<file path="src/rtl/pipe_pkg.sv">
// Shared definitions for the pipeline hazard controller and the mult/div unit.
package pipe_pkg;

    typedef enum logic [1:0] {
        IDLE     = 2'd0,
        MD_BUSY  = 2'd1,
        EX_FLUSH = 2'd2
    } state_t;

    localparam int MULT_CYCLES_DEF = 4;
    localparam int DIV_CYCLES_DEF  = 32;

    function automatic int md_cycles(input logic is_div, input int mult_c, input int div_c);
        return is_div ? div_c : mult_c;
    endfunction

endpackage

</file>
<file path="src/rtl/pipe_hazard_ctrl_if.sv">
// Hazard-controller signal bundle: pipeline status in, stall/flush controls out.
interface pipe_hazard_ctrl_if;
    logic [4:0] id_rs;
    logic [4:0] id_rt;
    logic       id_use_rs;
    logic       id_use_rt;
    logic       ex_mem_read;
    logic [4:0] ex_rd;
    logic       ex_branch_taken;
    logic       md_start;
    logic       md_is_div;
    logic       mem_ex;
    logic       hazard_stall;
    logic       exe_stall;
    logic       cond_exe_stall;
    logic       int_flush;
    logic       pc_stall;
    logic       idex_bubble;
    logic       md_done;
    logic       md_abort;

    modport master (
        output id_rs, id_rt, id_use_rs, id_use_rt, ex_mem_read, ex_rd,
               ex_branch_taken, md_start, md_is_div, mem_ex,
        input  hazard_stall, exe_stall, cond_exe_stall, int_flush,
               pc_stall, idex_bubble, md_done, md_abort
    );

    modport slave (
        input  id_rs, id_rt, id_use_rs, id_use_rt, ex_mem_read, ex_rd,
               ex_branch_taken, md_start, md_is_div, mem_ex,
        output hazard_stall, exe_stall, cond_exe_stall, int_flush,
               pc_stall, idex_bubble, md_done, md_abort
    );
endinterface

</file>
<file path="src/rtl/pipe_hazard_ctrl_md_timer.sv">
// Loadable mult/div countdown; clear wins over load so an abort always empties it.
module md_timer #(
    parameter int CNT_W = 6
) (
    input  logic             clk,
    input  logic             resetn,
    input  logic             load,
    input  logic             clear,
    input  logic             dec,
    input  logic [CNT_W-1:0] load_val,
    output logic             busy
);
    logic [CNT_W-1:0] cnt;

    always_ff @(posedge clk) begin
        if (!resetn || clear)
            cnt <= '0;
        else if (load)
            cnt <= load_val;
        else if (dec && cnt != '0)
            cnt <= cnt - CNT_W'(1);
    end

    assign busy = (cnt != '0);
endmodule

</file>
<file path="src/rtl/pipe_hazard_ctrl.sv">
// Central stall/flush controller: exception flush > taken branch > mult/div > load-use.
module pipe_hazard_ctrl
    import pipe_pkg::*;
#(
    parameter int MULT_CYCLES = MULT_CYCLES_DEF,
    parameter int DIV_CYCLES  = DIV_CYCLES_DEF,
    parameter int CNT_W       = 6
) (
    input  logic              clk,
    input  logic              resetn,
    pipe_hazard_ctrl_if.slave hif
);
    state_t           state;
    logic             timer_busy;
    logic             flush;
    logic             md_kick;
    logic             md_clear;
    logic             md_dec;
    logic             exe;
    logic             cond;
    logic             lu_match;
    logic             hazard;
    logic [CNT_W-1:0] load_val;

    always_comb begin
        flush    = resetn & (hif.mem_ex | (state == EX_FLUSH));
        md_kick  = resetn & ~flush & (state == IDLE) & hif.md_start;
        md_clear = resetn & hif.mem_ex & (state == MD_BUSY);
        md_dec   = resetn & ~flush & (state == MD_BUSY);
        exe      = md_kick | (md_dec & timer_busy);
        cond     = resetn & hif.ex_branch_taken & ~flush & ~exe;
        lu_match = hif.ex_mem_read & (hif.ex_rd != 5'd0) &
                   ((hif.id_use_rs & (hif.id_rs == hif.ex_rd)) |
                    (hif.id_use_rt & (hif.id_rt == hif.ex_rd)));
        hazard   = resetn & lu_match & ~flush & ~cond & ~exe;
        load_val = CNT_W'(md_cycles(hif.md_is_div, MULT_CYCLES, DIV_CYCLES) - 1);
    end

    always_comb begin
        hif.hazard_stall   = hazard;
        hif.exe_stall      = exe;
        hif.cond_exe_stall = cond;
        hif.int_flush      = flush;
        hif.pc_stall       = hazard | exe;
        hif.idex_bubble    = hazard;
        hif.md_done        = md_dec & ~timer_busy;
        hif.md_abort       = md_clear;
    end

    md_timer #(.CNT_W(CNT_W)) u_md_timer (
        .clk      (clk),
        .resetn   (resetn),
        .load     (md_kick),
        .clear    (md_clear),
        .dec      (md_dec),
        .load_val (load_val),
        .busy     (timer_busy)
    );

    // An exception overrides everything, including an in-flight mult/div.
    always_ff @(posedge clk) begin
        if (!resetn)
            state <= IDLE;
        else if (hif.mem_ex)
            state <= EX_FLUSH;
        else begin
            case (state)
                IDLE:     if (hif.md_start) state <= MD_BUSY;
                MD_BUSY:  if (!timer_busy) state <= IDLE;
                EX_FLUSH: state <= IDLE;
                default:  state <= IDLE;
            endcase
        end
    end
endmodule
</file>
<file path="src/flat_wrapper.sv">
// flat-port wrapper written by rule: the top's interface ports become plain ports
module pipe_hazard_ctrl_flat import pipe_pkg::*;
#(
    parameter int MULT_CYCLES = MULT_CYCLES_DEF,
    parameter int DIV_CYCLES  = DIV_CYCLES_DEF,
    parameter int CNT_W       = 6
)
  (clk, resetn, hif_id_rs, hif_id_rt, hif_id_use_rs, hif_id_use_rt, hif_ex_mem_read, hif_ex_rd, hif_ex_branch_taken, hif_md_start, hif_md_is_div, hif_mem_ex, hif_hazard_stall, hif_exe_stall, hif_cond_exe_stall, hif_int_flush, hif_pc_stall, hif_idex_bubble, hif_md_done, hif_md_abort);
  pipe_hazard_ctrl_if hif_i ();
  input  logic clk;
  input  logic resetn;
  input wire logic [$bits(hif_i.id_rs)-1:0] hif_id_rs;
  input wire logic [$bits(hif_i.id_rt)-1:0] hif_id_rt;
  input wire logic [$bits(hif_i.id_use_rs)-1:0] hif_id_use_rs;
  input wire logic [$bits(hif_i.id_use_rt)-1:0] hif_id_use_rt;
  input wire logic [$bits(hif_i.ex_mem_read)-1:0] hif_ex_mem_read;
  input wire logic [$bits(hif_i.ex_rd)-1:0] hif_ex_rd;
  input wire logic [$bits(hif_i.ex_branch_taken)-1:0] hif_ex_branch_taken;
  input wire logic [$bits(hif_i.md_start)-1:0] hif_md_start;
  input wire logic [$bits(hif_i.md_is_div)-1:0] hif_md_is_div;
  input wire logic [$bits(hif_i.mem_ex)-1:0] hif_mem_ex;
  output wire logic [$bits(hif_i.hazard_stall)-1:0] hif_hazard_stall;
  output wire logic [$bits(hif_i.exe_stall)-1:0] hif_exe_stall;
  output wire logic [$bits(hif_i.cond_exe_stall)-1:0] hif_cond_exe_stall;
  output wire logic [$bits(hif_i.int_flush)-1:0] hif_int_flush;
  output wire logic [$bits(hif_i.pc_stall)-1:0] hif_pc_stall;
  output wire logic [$bits(hif_i.idex_bubble)-1:0] hif_idex_bubble;
  output wire logic [$bits(hif_i.md_done)-1:0] hif_md_done;
  output wire logic [$bits(hif_i.md_abort)-1:0] hif_md_abort;
  assign hif_i.id_rs = hif_id_rs;
  assign hif_i.id_rt = hif_id_rt;
  assign hif_i.id_use_rs = hif_id_use_rs;
  assign hif_i.id_use_rt = hif_id_use_rt;
  assign hif_i.ex_mem_read = hif_ex_mem_read;
  assign hif_i.ex_rd = hif_ex_rd;
  assign hif_i.ex_branch_taken = hif_ex_branch_taken;
  assign hif_i.md_start = hif_md_start;
  assign hif_i.md_is_div = hif_md_is_div;
  assign hif_i.mem_ex = hif_mem_ex;
  assign hif_hazard_stall = hif_i.hazard_stall;
  assign hif_exe_stall = hif_i.exe_stall;
  assign hif_cond_exe_stall = hif_i.cond_exe_stall;
  assign hif_int_flush = hif_i.int_flush;
  assign hif_pc_stall = hif_i.pc_stall;
  assign hif_idex_bubble = hif_i.idex_bubble;
  assign hif_md_done = hif_i.md_done;
  assign hif_md_abort = hif_i.md_abort;
  pipe_hazard_ctrl #(.MULT_CYCLES(MULT_CYCLES), .DIV_CYCLES(DIV_CYCLES), .CNT_W(CNT_W)) u_core (.clk(clk), .resetn(resetn), .hif(hif_i));
endmodule
</file>
<file path="config.mk">
export PLATFORM = sky130hd
export DESIGN_NAME = pipe_hazard_ctrl_flat
export DESIGN_NICKNAME = d
export VERILOG_FILES = /design/src/rtl/pipe_pkg.sv /design/src/rtl/pipe_hazard_ctrl_if.sv /design/src/rtl/pipe_hazard_ctrl_md_timer.sv /design/src/rtl/pipe_hazard_ctrl.sv /design/src/flat_wrapper.sv
export SDC_FILE = /design/constraint.sdc
export NUM_CORES = 1
export LEC_CHECK = 0
export BUFFER_PORTS_ARGS = -buffer_cell sky130_fd_sc_hd__buf_2
export CAP_MARGIN = 20
export CELL_PAD_IN_SITES_DETAIL_PLACEMENT = 0
export CELL_PAD_IN_SITES_GLOBAL_PLACEMENT = 1
export CORE_MARGIN = 1
export CORE_UTILIZATION = 30
export CTS_CLUSTER_DIAMETER = 30
export DETAILED_ROUTE_END_ITERATION = 8
export PLACE_DENSITY = 0.7
export SETUP_SLACK_MARGIN = 0.1
export SYNTH_ARGS = -nofsm -noshare
export SYNTH_HDL_FRONTEND = slang
export SYNTH_SLANG_ARGS = --single-unit
</file>
<file path="constraint.sdc">
create_clock -name clk -period 2.4 [get_ports clk]
set_clock_uncertainty 0.05 [all_clocks]
set_input_delay 0.6 -clock clk [delete_from_list [all_inputs] [get_ports clk]]
set_output_delay 0.6 -clock clk [all_outputs]
set_load 0.01 [all_outputs]
</file>
* Word-level counts from Yosys, hierarchy flattened
Index checks and enable logic that the tools add are counted.
Operators by class: add/sub/neg operators 2, equal/unequal tests 8, muxes and demuxes 7, bitwise logic cells 29, reduce and logical (&&, ||, !) cells 10
Operators by type and width (count):
- $and A1 B1 Y1 | 20
- $mux W6 | 3
- $eq A5 B5 Y1 | 2
- $mux W2 | 3
- $ne A3 B3 Y1 const B | 2
- $reduce_bool A6 Y1 | 1
- $sub A6 B1 Y6 const B | 1
- $sub A6 B2 Y6 const B | 1
- $not A1 Y1 | 5
- $reduce_bool A5 Y1 | 1
- $ne A2 B2 Y1 const B | 2
- $or A1 B1 Y1 | 4
- $pmux W2 S2 | 1
- $reduce_and A2 Y1 | 2
- $eq A2 B1 Y1 const B | 1
- $eq A2 B2 Y1 const B | 1
- $logic_not A2 Y1 | 1
- $reduce_bool A2 Y1 | 1
- $reduce_or A2 Y1 | 1
- $logic_and A1 B1 Y1 | 1
- $logic_not A1 Y1 | 1
- $logic_or A1 B1 Y1 | 1
Word-level totals: register bits after elaboration 8, input port bits 24, output and inout port bits 8, word-level logic and storage cells 59

* Logic depth before layout (Yosys ltp)
Gate-level depths: netlist of run 1.
depth in word-level cells 14, depth in mapped cells 7, mapped depth without buffers 6

* Hierarchy
From an unflattened synthesis of run 1, not the netlist that was laid out.
Unflattened totals: cell total of the unflattened synthesis 82, area total of the unflattened synthesis 696.9 um^2
By module, submodules not included:
- md_timer | times used 1, cells each 44, area each 372.9 um^2, sequential area each 120.1 um^2
- pipe_hazard_ctrl | times used 1, cells each 38, area each 324.1 um^2, sequential area each 40.0 um^2

* Least setup slack after synthesis of run 1
No wires, ideal clock.
kind reg2out, start reg u_core.u_md_timer.cnt[0], end out hif_idex_bubble, arrival 1.708 ns, required time 1.750 ns, slack 0.042 ns, cell stages (with the launch flop) 8, buffers on the path 1, path through dfxtp_1 inv_1 ha_1 nor4b_4 a21oi_2 nand2b_4 nor3_1 buf_4
Between the ends: longest elaborated chain between the ends 8
RTL lines:
- start, declared | line pipe_hazard_ctrl_md_timer.sv:13 | logic [CNT_W-1:0] cnt;
- start signal, assigned | line pipe_hazard_ctrl_md_timer.sv:19 | cnt <= load_val;
- start signal, assigned | line pipe_hazard_ctrl_md_timer.sv:21 | cnt <= cnt - CNT_W'(1);
- $reduce_bool A6 Y1 (*) | line pipe_hazard_ctrl_md_timer.sv:24 | assign busy = (cnt != '0);
- $and A1 B1 Y1 (*) | line pipe_hazard_ctrl.sv:30 | exe = md_kick | (md_dec & timer_busy);
- $or A1 B1 Y1 (*) | line pipe_hazard_ctrl.sv:30
- via hif_exe_stall | line flat_wrapper.sv:23 | output wire logic [$bits(hif_i.exe_stall)-1:0] hif_exe_stall;
- $not A1 Y1 (*) | line pipe_hazard_ctrl.sv:31, pipe_hazard_ctrl.sv:35
- $and A1 B1 Y1 | line pipe_hazard_ctrl.sv:31 | cond = resetn & hif.ex_branch_taken & ~flush & ~exe;
- $not A1 Y1 | line pipe_hazard_ctrl.sv:35 | hazard = resetn & lu_match & ~flush & ~cond & ~exe;
- $and A1 B1 Y1 | line pipe_hazard_ctrl.sv:35
- $and A1 B1 Y1 (*) | line pipe_hazard_ctrl.sv:35
- end, declared | line flat_wrapper.sv:27 | output wire logic [$bits(hif_i.idex_bubble)-1:0] hif_idex_bubble;
Mark *: on every way through the listed nets, which the timed path passes. The rest lies on a longest branch.

* Final worst setup path of run 1
start in hif_ex_rd[4], end out hif_pc_stall
Between the ends: longest elaborated chain between the ends 9, elaborated cells on any way between the ends 13, classes of those cells eq/ne: 2; bitwise: 10; reduce/logical: 1
RTL lines:
- start, declared | line flat_wrapper.sv:17 | input wire logic [$bits(hif_i.ex_rd)-1:0] hif_ex_rd;
- $eq A5 B5 Y1 (on tied branches) | line pipe_hazard_ctrl.sv:33, pipe_hazard_ctrl.sv:34
- $and A1 B1 Y1 (on tied branches) | line pipe_hazard_ctrl.sv:33, pipe_hazard_ctrl.sv:34
- $or A1 B1 Y1 | line pipe_hazard_ctrl.sv:33 | ((hif.id_use_rs & (hif.id_rs == hif.ex_rd)) |
- $and A1 B1 Y1 (*) | line pipe_hazard_ctrl.sv:32 | lu_match = hif.ex_mem_read & (hif.ex_rd != 5'd0) &
- $and A1 B1 Y1 (*) (4 in a row) | line pipe_hazard_ctrl.sv:35
- $or A1 B1 Y1 (*) | line pipe_hazard_ctrl.sv:44 | hif.pc_stall = hazard | exe;
- end, declared | line flat_wrapper.sv:26 | output wire logic [$bits(hif_i.pc_stall)-1:0] hif_pc_stall;
Every way passes the cells marked *; elsewhere a longest branch is shown, timed or not.

==> results.md, run 1 <==
- Status: completed
- Final min period: 2.35 ns
- Worst Tran Pin Value: 0.308 ns
- FF-to-FF End: u_core.u_md_timer.cnt[1]
- Die Span X: 49.8 um
- Startpoint types: input port
- Routed Antenna Nets: 0
- Die footprint: 0.00248 mm2
- CP Launch Point: hif_ex_rd[4]
- CTS hold repair buffers: 0
- Final Hold Fails: 0
- Tcrit/Tclk final: 0.979
- Post-synth top area share: 0.234
- Vias in the first global route: 651
- First-pass GRT wire length: 2700 um
- Final worst setup slack: 0.0505 ns
- Area contributors post-synth: dfxtp_1, xor2_1, xnor2_1
- Overflow after GRT: 0
- Clock Latency Late Sink: 0.25 ns
- RSZ-0062 raised after global routing: true
- Placeable Area: 0.00206 mm2
- Clock Sinks: 8
- Nets: 139
- Routability cong.: 0.757
- Register area share after synthesis: 0.234
- Dpl ws: -0.00630 ns
- CTS tree: yes
- Max Slew Vio Count: 0
- P&R area growth vs syn: 50.4%
- Clock buffer count from CTS: 3
- Largest net degree at the start of global routing: 9
- Ys flop type: dfxtp_1
- Vias per cell: 4.69
- CTS root buf: clkbuf_4
- Max cap viols: 0
- Die Y-Extent: 49.8 um
- Setup crit end kind: primary output
- Static leakage: 0.440 nW
- Layout cells sized above 1: 0.559
- Area post-placement: 887 um2
- Area leader, netlist: dfxtp_1
- Crit path arrival time: 1.70 ns
- Number of synthesized flops with an enable pin: 0
- Worst-path fanout max: 3
- Share of flip-flops with an asynchronous set or reset: 0
- Drt wl/cell: 11.7 um
- Crit path to: hif_pc_stall
- IO Pins: 32
- R2r startpoint: u_core.u_md_timer.cnt[0]
- CP required: 1.75 ns
- Maximum vdd drop: 0.207 mV
- Final setup fails: 0
- Crit Path Class: input port to primary output
- Site Rows: 16
- Yosys reg bits: 8
- H-Tree Depth: 1
- ANT cells: 0
- DRC Markers: 0
- Post-route cell area: 0.00103 mm2
- Routed wire length: 1620 um
- Netlist cell types: 36
- Vias: 647
- Post-Synthesis Cell Area: 686 um2
- R2R Setup Slk: 0.80 ns
- Clock buffer depth: 2
- Clock-pin transition on the worst setup and hold timing paths: 0.05 ns
- Syn. warnings: 0
- Syn Nets: 98
- R2R cell count: 7
- Initial core utilization: 0.333
- HPWL after detailed placement: 1270 um
- Hold WC Path Type: flop to flop
- Synth cell count leaders: dfxtp_1, xor2_1, xnor2_1
- Antenna violations before repair: 0
- Initial DRC count: 0
- Power Dens Cells: 361 mW/mm2
- Fin Hold WS: 0.480 ns
- Fmax: 426 MHz
- Total GRT Usage: 0.142
- Cells after synthesis: 72
- Slew HR: 0.794
- Number of iterations in the first detailed-routing pass: 1
- Syn avg cell area: 9.52 um2
- I/O Buffers: 31
cell usage in the layout (no fill, tap or decap), types with 2 or more instances in the layout:
cell / n
buf_2: 26
xor2_1: 8
buf_4: 6
dfxtp_1: 6
xnor2_1: 5
nor4_2: 4
buf_6: 4
nand2b_1: 3
nor2_1: 3
nand2_1: 3
a21oi_1: 3
clkbuf_4: 3
inv_1: 2
a21oi_2: 2
nor4b_2: 2
inv_2: 2
nor2b_1: 2
and2_1: 2
dfxtp_2: 2
layout make-up:
class	instances	area [um2]
fillers	207	1030
multi-input cells	59	562
repair buffers	37	235
flip-flops and latches	8	163
well taps	27	33.8
clock buffers	3	22.5
inverters	4	15.0
critical path: stages:
cell	delay (ns)
buf_8	0.10
or4_4	0.54
o2111ai_4	0.23
o21bai_1	0.09
buf_2	0.14
through the flow:
stage	utilization	power [mW]	TNS, ns	instances
floorplan	-	0.207	0	72
global placement	0.430	0.246	-0.0123	131
detailed placement	0.430	0.247	-0.00630	131
CTS	0.483	0.365	0	136
global route	0.500	0.400	-0.0262	138
finish	0.500	0.372	0	138
worst min path at each step:
stage	startpoint	endpoint	slack (ns)	cells after the start
6_report	u_core.u_md_timer.cnt[5]	u_core.u_md_timer.cnt[5]	0.48	2
5_1_grt	u_core.u_md_timer.cnt[5]	u_core.u_md_timer.cnt[5]	0.55	2
4_1_cts	u_core.u_md_timer.cnt[5]	u_core.u_md_timer.cnt[5]	0.49	2
3_5_place_dp	u_core.u_md_timer.cnt[5]	u_core.u_md_timer.cnt[5]	0.48	2
3_3_place_gp	u_core.u_md_timer.cnt[5]	u_core.u_md_timer.cnt[5]	0.47	2
2_1_floorplan	u_core.u_md_timer.cnt[5]	u_core.u_md_timer.cnt[5]	0.44	2
sequential cells by signal, indices dropped and copies added, names as in the netlist:
signal	flops
u_core.state	2
u_core.u_md_timer.cnt	6
layer usage:
| metal | share of wire | global-route usage | wire length, um |
|---|---|---|---|
| met1 | 0.45 | 0.166 | 731 |
| met2 | 0.51 | 0.255 | 823 |
| met3 | 0.024 | 0.0216 | 38 |
| met4 | 0.013 | 0.0571 | 21 |
| met5 | 0 | 0 | 0 |
kinds of logic after synthesis:
kind of cell | share of synthesized area
adder cells (fa/ha/maj) | 0.0365
AO/OA/AOI/OAI | 0.139
buffers and inverters | 0.0328
AND/OR/NAND/NOR | 0.356
multiplexers | 0.0365
XOR/XNOR | 0.166
flip-flops | 0.234
power breakdown:
group | internal (mW) | switching, mW
Sequential | 0.139 | 0.00749
Combinational | 0.0683 | 0.0551
Clock | 0.0572 | 0.0448
timing repair:
action	CTS	global route
endpoints found under the hold margin	0	0
pin swaps	8	3
setup endpoints to repair	4	5
resized for setup	18	3
setup buffers	2	2
Power figures use the tool's default switching activity.
==> run 2, diff against run 1 <==
REMOVE_ABC_BUFFERS = 1   (was not set)
==> run 2 against run 1 <==
Against the previous run: worst setup slack improved by 0.0071 ns; critical path depth unchanged; clock power about the same; die area stayed put.
==> results.md, run 2 (synthesis results as in run 1) <==
- Status: completed (unchanged)
- DRC Markers: 0 (unchanged)
- Die Y-Extent: 49.8 um (unchanged)
- Internal power: 261 uW (was 265 uW)
- Commonest non-fill, non-tap cells in the layout: buf_2, xor2_1, dfxtp_1, xnor2_1, buf_4 (was buf_2, xor2_1, buf_4, dfxtp_1, xnor2_1)
- Area post-placement: 882 um2 (was 887 um2)
- Util after Layout: 0.492 (was 0.500)
- Final min period: 2.34 ns (was 2.35 ns)
- CTS tree: yes (unchanged)
- Vias per cell: 4.71 (was 4.69)
- Max cap viols: 0 (unchanged)
- Initial core utilization: 0.333 (unchanged)
- Hold WC Path Type: flop to flop (unchanged)
- Setup crit end kind: primary output (unchanged)
- Final TNS setup: 0 ns (unchanged)
- IO Pins: 32 (unchanged)
- Site Rows: 16 (unchanged)
- Vias in the first global route: 613 (was 651)
- Fmax: 427 MHz (was 426 MHz)
- First-pass GRT wire length: 2650 um (was 2700 um)
- Largest registers: u_core.u_md_timer.cnt: 6 flops, u_core.state: 2 flops (unchanged)
- Clock Sinks: 8 (unchanged)
- Vias: 645 (was 647)
- Die footprint: 0.00248 mm2 (unchanged)
- HPWL after detailed placement: 1260 um (was 1270 um)
- ANT cells: 0 (unchanged)
- Power Dens Cells: 363 mW/mm2 (was 361 mW/mm2)
- Nets: 138 (was 139)
- FILL cells: 203 (was 207)
- P&R area growth vs syn: 48.0% (was 50.4%)
- Clock Latency Late Sink: 0.25 ns (about the same)
- RSZ-0062 raised after global routing: true (unchanged)
- Crit path to: hif_pc_stall (unchanged)
- Clock buffer count from CTS: 3 (unchanged)
- Clock-pin transition on the worst setup and hold timing paths: 0.06 ns (was 0.05 ns)
- Crit Path Class: input port to primary output (unchanged)
- R2R Setup Slk: 0.84 ns (was 0.80 ns)
- Commonest non-fill, non-tap cell in the layout: buf_2 (unchanged)
- Register area: 161 um2 (was 163 um2)
- Drt wl/cell: 12.0 um (was 11.7 um)
- Max Slew Vio Count: 0 (unchanged)
- H-Tree Depth: 1 (unchanged)
- I/O Buffers: 31 (unchanged)
- R2r startpoint: u_core.u_md_timer.cnt[1] (was u_core.u_md_timer.cnt[0])
- Die Span X: 49.8 um (unchanged)
- Clock power frac: 0.281 (was 0.274)
- Slew HR: 0.797 (was 0.794)
- Layout cells sized above 1: 0.536 (was 0.559)
- Switch share: 0.291 (was 0.288)
- Final Hold Fails: 0 (unchanged)
- Flop pwr share: 0.398 (was 0.395)
- Number of iterations in the first detailed-routing pass: 4 (was 1)
- FF-to-FF End: u_core.u_md_timer.cnt[3] (was u_core.u_md_timer.cnt[1])
- CP Launch Point: hif_ex_rd[0] (was hif_ex_rd[4])
- CTS root buf: clkbuf_4 (unchanged)
- Routability cong.: 0.774 (was 0.757)
- Tcrit/Tclk final: 0.976 (was 0.979)
- Static leakage: 0.430 nW (was 0.440 nW)
- Maximum vdd drop: 0.227 mV (was 0.207 mV)
- Largest net degree at the start of global routing: 9 (unchanged)
- Initial DRC count: 5 (was 0)
- P_sw: 107 uW (about the same)
- Max FFs per register: 6 (unchanged)
- Overflow after GRT: 0 (unchanged)
- Routed Antenna Nets: 0 (unchanged)
- Final setup fails: 0 (unchanged)
- Worst-path fanout max: 3 (unchanged)
- Dpl ws: 0.00635 ns (was -0.00630 ns)
- Combinational share of power: 0.322 (was 0.331)
- R2R cell count: 7 (unchanged)
- CP required: 1.75 ns (about the same)
- Final Total Pwr: 369 uW (was 372 uW)
- Post-route cell area: 0.00101 mm2 (was 0.00103 mm2)
- Startpoint types: input port (unchanged)
- Largest Register: u_core.u_md_timer.cnt (unchanged)
- Total GRT Usage: 0.142 (about the same)
- Antenna violations before repair: 0 (unchanged)
- Crit path arrival time: 1.69 ns (was 1.70 ns)
- Worst Tran Pin Value: 0.304 ns (was 0.308 ns)
- Final worst setup slack: 0.0576 ns (was 0.0505 ns)
- Routed wire length: 1640 um (was 1620 um)
- Placeable Area: 0.00206 mm2 (unchanged)
- Multi-input gate area: 554 um2 (was 562 um2)
- Clock buffer depth: 2 (unchanged)
[run 2: changes by cell type in the layout (fill, tap and decap cells not counted)]
cell | before | now
a32oi_1 | 0 | 1
a32oi_2 | 1 | 0
buf_4 | 6 | 5
dfxtp_1 | 6 | 7
dfxtp_2 | 2 | 1
[run 2: metrics by stage]
stage / hold slack, ns / instances
6_report: 0.478 / 137
3_3_place_gp: 0.465 / 131
5_1_grt: 0.522 / 137
2_1_floorplan: 0.441 / 71
4_1_cts: 0.479 / 136
3_5_place_dp: 0.470 / 131
[run 2: power groups by stage]
stage          logic, mW  clock network, mW  registers, mW
2_1_floorplan     0.0587                  0          0.148
3_3_place_gp      0.0969                  0          0.149
3_5_place_dp      0.0972                  0          0.149
4_1_cts            0.109              0.110          0.147
5_1_grt            0.131              0.117          0.147
6_report           0.119              0.103          0.147
[run 2: what timing repair did]
action                                  CTS  global route
pin swaps                                 7             5
endpoints found under the setup margin    4             4
buffers inserted                          2             1
hold endpoints to repair                  0             0
gates resized for setup                  12             8
hold buffers                              0             0
[run 2: area by class of cell]
cell class / instances / share of cell area
Clock buffer: 3 / 0.0222
Inverter: 4 / 0.0148
Multi-Input combinational cell: 59 / 0.546
Sequential cell: 8 / 0.159
Tap cell: 27 / 0.0333
Timing Repair Buffer: 36 / 0.224
[run 2: critical path: stages]
cell	delay [ns]
buf_8	0.10
or4_4	0.54
o2111ai_4	0.23
o21bai_1	0.08
buf_2	0.14
[run 2: worst min-delay path by stage]
stage                             startpoint                  endpoint  cells past startpoint
floorplan           u_core.u_md_timer.cnt[5]  u_core.u_md_timer.cnt[5]                      2
global placement    u_core.u_md_timer.cnt[5]  u_core.u_md_timer.cnt[5]                      2
detailed placement  u_core.u_md_timer.cnt[5]  u_core.u_md_timer.cnt[5]                      2
CTS                 u_core.u_md_timer.cnt[5]  u_core.u_md_timer.cnt[5]                      2
global route        u_core.u_md_timer.cnt[5]  u_core.u_md_timer.cnt[5]                      2
finish              u_core.u_md_timer.cnt[5]  u_core.u_md_timer.cnt[5]                      2
[run 2: metal layers]
layer	vias up	track usage	part of all wire
met5	-	0	0
met4	0	0.0571	0
met3	0	0.0309	0.032
met2	10	0.225	0.48
met1	298	0.184	0.49
li1	337	-	-
